### src/rtl/bottle_pkg.sv
// Shared definitions for the bottling-lane sequencer.
//   state_e       : FSM states, also exported on the state port for display/debug
//   FC_*          : fault codes reported on fault_code
//   MAX_PILLS     : largest accepted pills-per-bottle setting
//   config_ok()   : operator-setting sanity check applied at every start
package bottle_pkg;

  typedef enum logic [2:0] {
    ST_IDLE    = 3'd0,
    ST_ADVANCE = 3'd1,
    ST_FILL    = 3'd2,
    ST_SETTLE  = 3'd3,
    ST_RELEASE = 3'd4,
    ST_DONE    = 3'd5,
    ST_FAULT   = 3'd6
  } state_e;

  localparam logic [1:0] FC_NONE       = 2'b00;
  localparam logic [1:0] FC_BAD_CONFIG = 2'b01;
  localparam logic [1:0] FC_TIMEOUT    = 2'b10;
  localparam logic [1:0] FC_OVERFILL   = 2'b11;

  localparam int unsigned MAX_PILLS = 99;

  // A batch needs at least one pill per bottle (and no more than the display
  // can show) and at least one bottle.
  function automatic logic config_ok(input logic [6:0] pills,
                                     input logic [4:0] bottles);
    return (pills != 7'd0) && (pills <= 7'(MAX_PILLS)) && (bottles != 5'd0);
  endfunction

endpackage

### src/rtl/cycle_timer.sv
// Cycles-in-state counter with a terminal-count flag.
//   clk, rst : system clock, synchronous active-high reset
//   clear    : restart counting from zero on the next cycle
//   tc       : high during the LIMIT-th cycle after a clear, i.e. the last
//              cycle allowed before the owner must act
// The count saturates at LIMIT so a timer left running in an unrelated state
// never wraps and fires a spurious terminal count. LIMIT must be >= 1.
module cycle_timer #(
  parameter int unsigned LIMIT = 4
) (
  input  logic clk,
  input  logic rst,
  input  logic clear,
  output logic tc
);

  localparam int unsigned W = $clog2(LIMIT + 1);

  logic [W-1:0] count_q;
  logic [W-1:0] count_d;

  always_comb begin
    count_d = count_q;
    if (clear) begin
      count_d = '0;
    end else if (count_q != W'(LIMIT)) begin
      count_d = count_q + W'(1);
    end
  end

  always_ff @(posedge clk) begin
    if (rst) begin
      count_q <= '0;
    end else begin
      count_q <= count_d;
    end
  end

  // Counting starts at 0 on the first cycle after a clear, so LIMIT-1 marks
  // the final cycle; the owner's transition then lands as the count would
  // reach LIMIT.
  assign tc = (count_q == W'(LIMIT - 1));

endmodule

### src/rtl/bottle_line_ctrl.sv
// Sequencer for one bottling lane: moves bottles under the chute, opens the
// pill feeder, counts pills into each bottle and reports stalls/overfills.
//   clk, rst              : system clock, synchronous active-high reset
//   start                 : level; rising edge in IDLE/DONE begins a batch
//   abort                 : level; forces IDLE from any state, highest priority
//   set_pills_per_bottle  : target pills per bottle (1..99), latched at start
//   set_total_bottles     : bottles per batch (1..31), latched at start
//   bottle_present        : bottle-under-chute sensor (synchronised)
//   pill_pulse            : one-cycle pulse per detected pill (synchronised)
//   conveyor_on, gate_open: actuator enables
//   pill_count            : pills in the current bottle
//   bottle_count          : bottles completed in this batch
//   bottle_done           : one-cycle pulse when a bottle reaches target
//   batch_done            : high in DONE
//   fault, fault_code     : high in FAULT; 01 bad config, 10 timeout, 11 overfill
//   state                 : current FSM state encoding
// All outputs come straight from flops; actuator flops are loaded from the
// next-state decode so they change on the first cycle of the new state.
module bottle_line_ctrl
  import bottle_pkg::*;
#(
  parameter int unsigned TIMEOUT_CYCLES = 1000,
  parameter int unsigned SETTLE_CYCLES  = 4
) (
  input  logic       clk,
  input  logic       rst,
  input  logic       start,
  input  logic       abort,
  input  logic [6:0] set_pills_per_bottle,
  input  logic [4:0] set_total_bottles,
  input  logic       bottle_present,
  input  logic       pill_pulse,
  output logic       conveyor_on,
  output logic       gate_open,
  output logic [6:0] pill_count,
  output logic [4:0] bottle_count,
  output logic       bottle_done,
  output logic       batch_done,
  output logic       fault,
  output logic [1:0] fault_code,
  output logic [2:0] state
);

  state_e     state_q, state_d;

  logic       start_prev_q, start_prev_d;
  logic       start_edge_q, start_edge_d;

  logic [6:0] target_pills_q, target_pills_d;
  logic [4:0] target_bottles_q, target_bottles_d;
  logic [6:0] pill_q, pill_d;
  logic [4:0] bottle_q, bottle_d;
  logic [1:0] fault_code_q, fault_code_d;

  logic       conveyor_q, conveyor_d;
  logic       gate_q, gate_d;
  logic       bottle_done_q, bottle_done_d;
  logic       batch_done_q, batch_done_d;
  logic       fault_q, fault_d;

  logic [6:0] pill_inc;
  logic       tmo_restart;
  logic       tmo_clear;
  logic       tmo_tc;
  logic       settle_clear;
  logic       settle_tc;

  // Start edge detector. start_prev resets high so a start input that is
  // already asserted out of reset must drop and rise again to count.
  always_comb begin
    start_prev_d = start;
    start_edge_d = start & ~start_prev_q;
  end

  assign pill_inc = pill_q + 7'd1;

  // Next-state and datapath
  always_comb begin
    state_d          = state_q;
    target_pills_d   = target_pills_q;
    target_bottles_d = target_bottles_q;
    pill_d           = pill_q;
    bottle_d         = bottle_q;
    fault_code_d     = fault_code_q;
    bottle_done_d    = 1'b0;
    tmo_restart      = 1'b0;

    if (abort) begin
      // Counters deliberately hold so the operator can still read them.
      state_d      = ST_IDLE;
      fault_code_d = FC_NONE;
    end else begin
      case (state_q)
        ST_IDLE, ST_DONE: begin
          if (start_edge_q) begin
            target_pills_d   = set_pills_per_bottle;
            target_bottles_d = set_total_bottles;
            if (!config_ok(set_pills_per_bottle, set_total_bottles)) begin
              state_d      = ST_FAULT;
              fault_code_d = FC_BAD_CONFIG;
            end else begin
              state_d  = ST_ADVANCE;
              pill_d   = 7'd0;
              bottle_d = 5'd0;
            end
          end
        end

        ST_ADVANCE: begin
          if (bottle_present) begin
            state_d = ST_FILL;
          end else if (tmo_tc) begin
            state_d      = ST_FAULT;
            fault_code_d = FC_TIMEOUT;
          end
        end

        ST_FILL: begin
          // A pill arriving on the timeout's last cycle is progress, so it
          // takes precedence and restarts the inter-pill timer.
          if (pill_pulse) begin
            pill_d      = pill_inc;
            tmo_restart = 1'b1;
            if (pill_inc == target_pills_q) begin
              state_d       = ST_SETTLE;
              bottle_done_d = 1'b1;
              bottle_d      = bottle_q + 5'd1;
            end
          end else if (tmo_tc) begin
            state_d      = ST_FAULT;
            fault_code_d = FC_TIMEOUT;
          end
        end

        ST_SETTLE: begin
          // Gate is shut, so any pill seen now is an over-dispense.
          if (pill_pulse) begin
            state_d      = ST_FAULT;
            fault_code_d = FC_OVERFILL;
          end else if (settle_tc) begin
            state_d = ST_RELEASE;
          end
        end

        ST_RELEASE: begin
          if (!bottle_present) begin
            if (bottle_q == target_bottles_q) begin
              state_d = ST_DONE;
            end else begin
              state_d = ST_ADVANCE;
              pill_d  = 7'd0;
            end
          end else if (tmo_tc) begin
            state_d      = ST_FAULT;
            fault_code_d = FC_TIMEOUT;
          end
        end

        ST_FAULT: begin
          // Latched until abort or reset.
        end

        default: begin
          state_d = ST_IDLE;
        end
      endcase
    end
  end

  // Registered outputs decoded from the state being entered.
  always_comb begin
    conveyor_d   = (state_d == ST_ADVANCE) || (state_d == ST_RELEASE);
    gate_d       = (state_d == ST_FILL);
    batch_done_d = (state_d == ST_DONE);
    fault_d      = (state_d == ST_FAULT);
  end

  // Both timers restart on every state entry; the timeout timer also
  // restarts on each accepted pill so it measures the gap between pills.
  always_comb begin
    settle_clear = (state_d != state_q);
    tmo_clear    = (state_d != state_q) || tmo_restart;
  end

  cycle_timer #(
    .LIMIT (TIMEOUT_CYCLES)
  ) u_timeout_timer (
    .clk   (clk),
    .rst   (rst),
    .clear (tmo_clear),
    .tc    (tmo_tc)
  );

  cycle_timer #(
    .LIMIT (SETTLE_CYCLES)
  ) u_settle_timer (
    .clk   (clk),
    .rst   (rst),
    .clear (settle_clear),
    .tc    (settle_tc)
  );

  always_ff @(posedge clk) begin
    if (rst) begin
      state_q          <= ST_IDLE;
      start_prev_q     <= 1'b1;
      start_edge_q     <= 1'b0;
      target_pills_q   <= 7'd0;
      target_bottles_q <= 5'd0;
      pill_q           <= 7'd0;
      bottle_q         <= 5'd0;
      fault_code_q     <= FC_NONE;
      conveyor_q       <= 1'b0;
      gate_q           <= 1'b0;
      bottle_done_q    <= 1'b0;
      batch_done_q     <= 1'b0;
      fault_q          <= 1'b0;
    end else begin
      state_q          <= state_d;
      start_prev_q     <= start_prev_d;
      start_edge_q     <= start_edge_d;
      target_pills_q   <= target_pills_d;
      target_bottles_q <= target_bottles_d;
      pill_q           <= pill_d;
      bottle_q         <= bottle_d;
      fault_code_q     <= fault_code_d;
      conveyor_q       <= conveyor_d;
      gate_q           <= gate_d;
      bottle_done_q    <= bottle_done_d;
      batch_done_q     <= batch_done_d;
      fault_q          <= fault_d;
    end
  end

  assign conveyor_on  = conveyor_q;
  assign gate_open    = gate_q;
  assign pill_count   = pill_q;
  assign bottle_count = bottle_q;
  assign bottle_done  = bottle_done_q;
  assign batch_done   = batch_done_q;
  assign fault        = fault_q;
  assign fault_code   = fault_code_q;
  assign state        = state_q;

endmodule

### config.mk
export PLATFORM = sky130hd
export DESIGN_NAME = bottle_line_ctrl
export DESIGN_NICKNAME = d
export VERILOG_FILES = /design/src/rtl/bottle_pkg.sv /design/src/rtl/cycle_timer.sv /design/src/rtl/bottle_line_ctrl.sv
export SDC_FILE = /design/constraint.sdc
export NUM_CORES = 1
export LEC_CHECK = 0
export ABC_AREA = 1
export BUFFER_PORTS_ARGS = -buffer_cell sky130_fd_sc_hd__buf_2
export CORE_MARGIN = 2
export CORE_UTILIZATION = 52
export CTS_CLUSTER_SIZE = 10
export DETAILED_ROUTE_END_ITERATION = 8
export GPL_TIMING_DRIVEN = 0
export PLACE_DENSITY_LB_ADDON = 0.05
export SKIP_CTS_REPAIR_TIMING = 1
export SYNTH_ARGS = -nofsm -noshare
export SYNTH_HDL_FRONTEND = slang
export SYNTH_HIERARCHICAL = 1
export SYNTH_SLANG_ARGS = --single-unit
### constraint.sdc
create_clock -name clk -period 2.3 [get_ports clk]
set_input_delay 0.23 -clock clk [delete_from_list [all_inputs] [get_ports clk]]
set_output_delay 0.23 -clock clk [all_outputs]
set_load 0.05 [all_outputs]
==> results of run 1 <==
-- synth_stat cells --
cell type   n
inv_1      51
xnor2_1     1
nand4_2     1
o21ai_1     1
dfxtp_1    49
nand4_1    12
a21oi_2     2
nand3_1    35
xor2_1      5
a21oi_1    26
o21bai_1    1
nor3_4      1
inv_2       6
buf_2       1
and2_1      1
nand3_2     3
nand2_2    10
ha_1        7
o21ai_0    25
nor2_4      7
a22oi_1     1
nand2_4     2
o211ai_1    1
nand2_1    95
clkbuf_1    2
buf_6       2
nor3_2      1
clkinv_1    1
and3_2      1
a31oi_1     1
o21ai_2     1
nor2_2      3
nor2_1     54
o22ai_1     1
buf_1       1
nor3_1      4
nand3b_1    5
-- power by group through the flow --
| stage | Sequential (uW) | Clock (uW) | Combinational, uW |
|---|---|---|---|
| final | 900 | 499 | 217 |
| after global routing | 905 | 545 | 251 |
| after CTS | 900 | 504 | 207 |
| after detailed placement | 920 | 0 | 206 |
| after global placement | 918 | 0 | 199 |
| after floorplan | 923 | 0 | 141 |
-- sequential cells by signal, indices dropped and copies added (netlist names) --
register,flops
conveyor_on,1
start_edge_q,1
target_pills_q,7
fault_code,2
pill_count,7
u_timeout_timer/count_q,10
u_settle_timer/count_q,3
bottle_done,1
gate_open,1
fault,1
start_prev_q,1
bottle_count,5
target_bottles_q,5
state,3
batch_done,1
-- stage by stage --
step | total power, uW | area, um^2 | hold WS (ns)
2_1_floorplan | 1060 | 2850 | 0.309
3_3_place_gp | 1120 | 3130 | 0.378
3_5_place_dp | 1130 | 3130 | 0.388
4_1_cts | 1610 | 3210 | 0.118
5_1_grt | 1700 | 3360 | 0.126
6_report | 1620 | 3360 | 0.120
-- placed cells by master, fill, tap and decap left out, types with 6 or more instances in the layout --
master,instances
nand2_1,91
nor2_1,52
inv_1,48
buf_2,40
dfxtp_1,35
nand3_1,33
o21ai_0,25
a21oi_1,25
nand2_2,14
nand4_1,12
dfxtp_2,11
nor2_4,9
inv_2,9
buf_4,6
-- worst paths after layout --
kind | from | endpoint | slack (ns) | cells past startpoint
max | u_timeout_timer/count_q[4] | u_timeout_timer/count_q[0] | -0.10 | 18
min | start | start_prev_q | 0.12 | 3
max reg2reg | u_timeout_timer/count_q[4] | u_timeout_timer/count_q[0] | -0.10 | 18
min reg2reg | start_prev_q | start_edge_q | 0.39 | 1
-- tightest hold or removal path, cell delays in order --
cell and delay (ns):
buf_2 0.07, inv_1 0.04, nand2_1 0.06
-- metal layers --
layer  vias to the layer above  GRT usage, %  share of wire, %
met5                         -             0                 0
met1                      1239          30.8                48
li1                       1466             -                 -
met3                        11          3.37               4.6
met4                         0          9.29               1.8
met2                        59          35.8                45
-- cell families (layout without fill, tap and decap cells) --
kind of cell | Yosys count | count (layout) | synth area share, %
adder cells (fa/ha/maj) | 7 | 7 | 3.09
XOR/XNOR | 6 | 6 | 1.86
AND/OR/NAND/NOR | 235 | 235 | 40.0
buffers and inverters | 64 | 118 | 9.06
AO/OA/AOI/OAI | 60 | 60 | 11.4
flip-flops | 49 | 49 | 34.6
-- final cells by class --
type | instances | area, um^2
Buffer | 6 | 38.8
Clock buffer | 6 | 72.6
Clock inverter | 1 | 5.00
Fill cell | 465 | 1820
Inverter | 58 | 218
Multi-Input combinational cell | 308 | 1670
Sequential cell | 49 | 1010
Tap cell | 70 | 87.6
Timing Repair Buffer | 47 | 263
==> impl_metrics.py, run 1 <==
metrics = {
    "status": {
        "outcome": "complete, but fails checks",
        "violations": "setup timing",
    },
    "timing": {
        "finalHoldViolations": 0,
        "min_period_ns": 2.40,
        "maxSlewViolCount": 0,
        "slew_headroom_pct": 58.7,
        "rsz0062_at_grt": "yes",
        "worst_slew_pin_slew_ns": 0.619,
        "setup_viol": 10,
        "clock.fmax_mhz": 416,
        "fin_skew_ns": 0.00599,
        "setup_slack_ns": -0.105,
        "fin_crit_sh_pct": 105,
        "setup_tns_ns": -0.668,
    },
    "synth": {
        "ys_ff_latch": 49,
        "syn_avg_cell_area_um2": 6.73,
        "ys_seq_area_share_pct": 34.6,
        "syn_inst": 421,
        "synth.distinct_cells": 37,
        "syn_area_um2": 2830,
        "ys_warn_count": 6,
        "synthTopCellsByArea": "dfxtp_1 (35%), nand2_1 (13%), nor2_1 (7.2%)",
        "yosysTopAreaCell": "dfxtp_1",
        "syn_nets": 446,
        "yosysTopAreaCellShare_pct": 34.6,
    },
    "clock_tree": {
        "cts_tree": "yes",
        "cts_buffers": 5,
        "clk_pin_slew_worst_paths_ns": 0.09,
        "cts_max_level": 2,
        "cts_sinks": 49,
        "cts_root_buf": "clkbuf_8",
        "insertion_delay_ns": 0.31,
        "cts_buffer_depth": 2,
    },
    "worst_setup_path": {
        "path_cells": "inv_2 -> nand2_2 -> nor2_4 -> nand2_2 -> nor3_4 -> inv_2 -> nand3_2 -> nand4_1 -> a21oi_2 -> nand2_2 -> nand2_2 -> nand2_1 -> nand2_1 -> nand3_2 -> nor2_4 -> buf_6 -> nand2_1 -> nor2_1",
        "crit_path_max_fanout": 6,
        "slowest_stage": "dfxtp_2",
        "required_ns": 2.55,
        "crit_buf_inv": 3,
        "crit_family": "simple AND/OR/NAND/NOR gates",
        "crit_path_end_kind": "flip-flop",
        "startpoint_type": "flip-flop",
        "cpMostUsedCell": "nand2_2",
        "worstSetupPathType": "flip-flop to flip-flop",
        "critPathMaxStageDelay_ns": 0.35,
        "critPathArrivalTime_ns": 2.66,
    },
    "placement": {
        "gp_congestion": 0.894,
        "post-dp-hpwl_um": 5030,
        "dp.cells": 530,
        "post-place-ws_ns": -0.523,
        "portBuffers": 39,
    },
    "pwr": {
        "switchingPower_uw": 453,
        "swShare_pct": 28.0,
        "pwr_density_cell_nw_per_um2": 481,
        "clkPwrFrac_pct": 30.9,
        "p_int_uw": 1160,
        "combPwrFrac_pct": 13.4,
        "p_leak_uw": 0.00151,
        "vdd_drop_max_mv": 0.316,
        "sequentialPowerShare_pct": 55.7,
    },
    "layout": {
        "final_layout_size_suffix_gt1_share_pct": 25.9,
        "stdcell_count": 545,
        "nets": 500,
        "syn_to_final_growth_pct": 18.5,
        "fin_util_pct": 64.9,
        "insertedDiodeCount": 0,
    },
    "run": {
        "cap_violations": 0,
    },
    "drt": {
        "first_pass_iters": 5,
        "num_vias": 2775,
        "route.detailed.drc": 0,
        "vias_per_cell": 5.09,
        "drtIter0Drc": 131,
        "wire_per_inst_um": 12.4,
        "ant_nets": 0,
        "drt_wl_total_um": 6770,
    },
    "global_routing": {
        "grt_max_degree": 15,
        "track_usage_pct": 22.6,
        "antenna_found_initial": 0,
        "grt_pass1_vias": 2414,
        "grt_pass1_wl_um": 11000,
        "overflow": 0,
    },
    "floorplan": {
        "die_area_um2": 6050,
        "coreArea_um2": 5170,
        "rows": 26,
        "ios": 40,
        "die_h_um": 77.8,
        "initial_core_util_pct": 54.7,
        "die_width_um": 77.8,
    },
    "worst_hold_path": {
        "hold_path.class": "primary input to flip-flop",
    },
}
No activity file was read; power rests on OpenSTA's default activity.
==> run 2: changes to the inputs <==
Settings changed: PLACE_DENSITY set to 0.79, PLACE_DENSITY_LB_ADDON 0.05 to not set.
==> run 2 against run 1 <==
The run now ends clean; cell area rose by 2.3%; critical path depth unchanged; global-route usage increased by 0.16 points; wire length is 0.84% higher; register-to-register slack improved by 0.11 ns; utilization increased by 1.5 points; worst setup slack gained 0.11 ns; hold slack worse by 0.0059 ns; non-clock buffer count up 4.
==> impl_metrics.py, run 2 (synthesis gave the netlist of run 1 again) <==
metrics = {
    "status": {
        "outcome": "finished, final reports clean",
    },
    "pwr": {
        "p_leak_uw": 0.00156,
        "vdd_drop_max_mv": 0.279,
        "pwr_density_cell_nw_per_um2": 503,
        "sequentialPowerShare_pct": 51.9,
        "switchingPower_uw": 449,
        "clkPwrFrac_pct": 35.4,
        "combPwrFrac_pct": 12.7,
        "p_int_uw": 1280,
        "swShare_pct": 26.0,
    },
    "layout": {
        "seqCellArea_um2": 1010,
        "stdcell_count": 550,
        "mostFrequentLayoutCell": "nand2_1",
        "largest_reg_flops": 10,
        "final_layout_size_suffix_gt1_share_pct": 27.7,
        "final_cell_mix": "nand2_1 (86), nor2_1 (53), inv_1 (48), buf_2 (40), dfxtp_1 (35)",
        "top_register": "u_timeout_timer/count_q",
        "multiInputGateArea_um2": 1680,
        "syn_to_final_growth_pct": 21.3,
        "insertedDiodeCount": 0,
        "fillCellCount": 462,
        "nets": 504,
    },
    "placement": {
        "post-place-ws_ns": -0.494,
        "post-dp-hpwl_um": 5020,
        "gp_congestion": 0.876,
        "portBuffers": 39,
        "dp.cells": 530,
    },
    "drt": {
        "drt_wl_total_um": 6830,
        "drtIter0Drc": 241,
        "route.detailed.drc": 0,
        "first_pass_iters": 4,
        "num_vias": 2864,
        "wire_per_inst_um": 12.4,
        "ant_nets": 0,
        "vias_per_cell": 5.21,
    },
    "clock_tree": {
        "insertion_delay_ns": 0.31,
        "cts_root_buf": "clkbuf_8",
        "clk_pin_slew_worst_paths_ns": 0.09,
        "cts_max_level": 2,
        "cts_buffer_depth": 2,
        "cts_buffers": 5,
        "cts_sinks": 49,
        "cts_tree": "yes",
    },
    "floorplan": {
        "rows": 26,
        "initial_core_util_pct": 54.7,
        "die_area_um2": 6050,
        "ios": 40,
        "die_width_um": 77.8,
        "die_h_um": 77.8,
        "coreArea_um2": 5170,
    },
    "global_routing": {
        "grt_pass1_vias": 2499,
        "antenna_found_initial": 0,
        "overflow": 0,
        "grt_max_degree": 16,
        "grt_pass1_wl_um": 11200,
        "track_usage_pct": 22.8,
    },
    "worst_setup_path": {
        "required_ns": 2.54,
        "rr_startpoint": "u_timeout_timer/count_q[4]",
        "cp-endpoint": "u_timeout_timer/count_q[6]",
        "crit_path_end_kind": "flip-flop",
        "worst_r2r_endpoint": "u_timeout_timer/count_q[6]",
        "crit_path_max_fanout": 6,
        "startpoint_type": "flip-flop",
        "crit_start": "u_timeout_timer/count_q[4]",
        "critPathArrivalTime_ns": 2.53,
        "rrSetupSlack_ns": 0.01,
        "ff2ff_path_depth": 18,
        "worstSetupPathType": "flip-flop to flip-flop",
    },
    "timing": {
        "setup_slack_ns": 0.00996,
        "worst_slew_pin_slew_ns": 0.549,
        "fin_skew_ns": 0.0134,
        "hold_ws_ns": 0.115,
        "maxSlewViolCount": 0,
        "rsz0062_at_grt": "yes",
        "min_period_ns": 2.29,
        "setup_viol": 0,
        "slew_headroom_pct": 63.4,
        "setup_tns_ns": 0,
        "finalHoldViolations": 0,
        "clock.fmax_mhz": 437,
        "fin_crit_sh_pct": 99.6,
    },
    "worst_hold_path": {
        "whs_path_depth": 3,
        "hold_path.class": "primary input to flip-flop",
    },
    "run": {
        "cap_violations": 0,
    },
}
-- run 2: critical path, cell delays in order, from the launching register on --
cell     delay, ns
dfxtp_4       0.36
inv_2         0.05
nand2_2       0.05
nor2_4        0.12
nand2_2       0.07
nor3_4        0.22
inv_2         0.10
nand3_2       0.08
nand4_1       0.12
a21oi_2       0.20
nand2_2       0.09
nand2_2       0.10
nand2_2       0.05
nand2_2       0.07
nand3_2       0.10
nor2_4        0.19
buf_6         0.14
nand2_1       0.04
nor2_1        0.07
-- run 2: layout make-up --
type | instances | share of cell area [%]
multi-input cells | 308 | 48.9
flip-flops and latches | 49 | 29.4
repair buffers | 51 | 8.52
inverters | 58 | 6.34
well taps | 70 | 2.55
clock buffers | 6 | 2.11
plain buffers | 6 | 1.13
clock inverters | 2 | 1.02
-- run 2: power groups by stage --
stage | Sequential, uW | Clock [uW] | Combinational [uW]
after floorplan | 923 | 0 | 141
after global placement | 917 | 0 | 197
after detailed placement | 918 | 0 | 204
after CTS | 898 | 618 | 206
after global routing | 900 | 660 | 253
final | 896 | 611 | 219
-- run 2: worst min-delay path by stage --
stage | slack, ns | from | to
global placement | 0.38 | start_prev_q | start_edge_q
detailed placement | 0.38 | start_prev_q | start_edge_q
global route | 0.13 | start | start_prev_q
CTS | 0.12 | start | start_prev_q
floorplan | 0.31 | abort | bottle_done
finish | 0.11 | start | start_prev_q
-- run 2: per-layer routing --
metal  GRT usage [%]  share of wire, %  vias to the layer above
met5               0                 0                        -
met4            7.32              0.98                        0
met3            4.53               4.6                        6
met2            36.6                48                       70
met1            30.8                47                     1312
li1                -                 -                     1476
-- run 2: stage by stage --
step	util (%)	area [um^2]	power, uW
2_1_floorplan	-	2850	1060
3_3_place_gp	60.5	3130	1110
3_5_place_dp	60.5	3130	1120
4_1_cts	62.6	3240	1720
5_1_grt	66.4	3430	1810
6_report	66.4	3430	1730
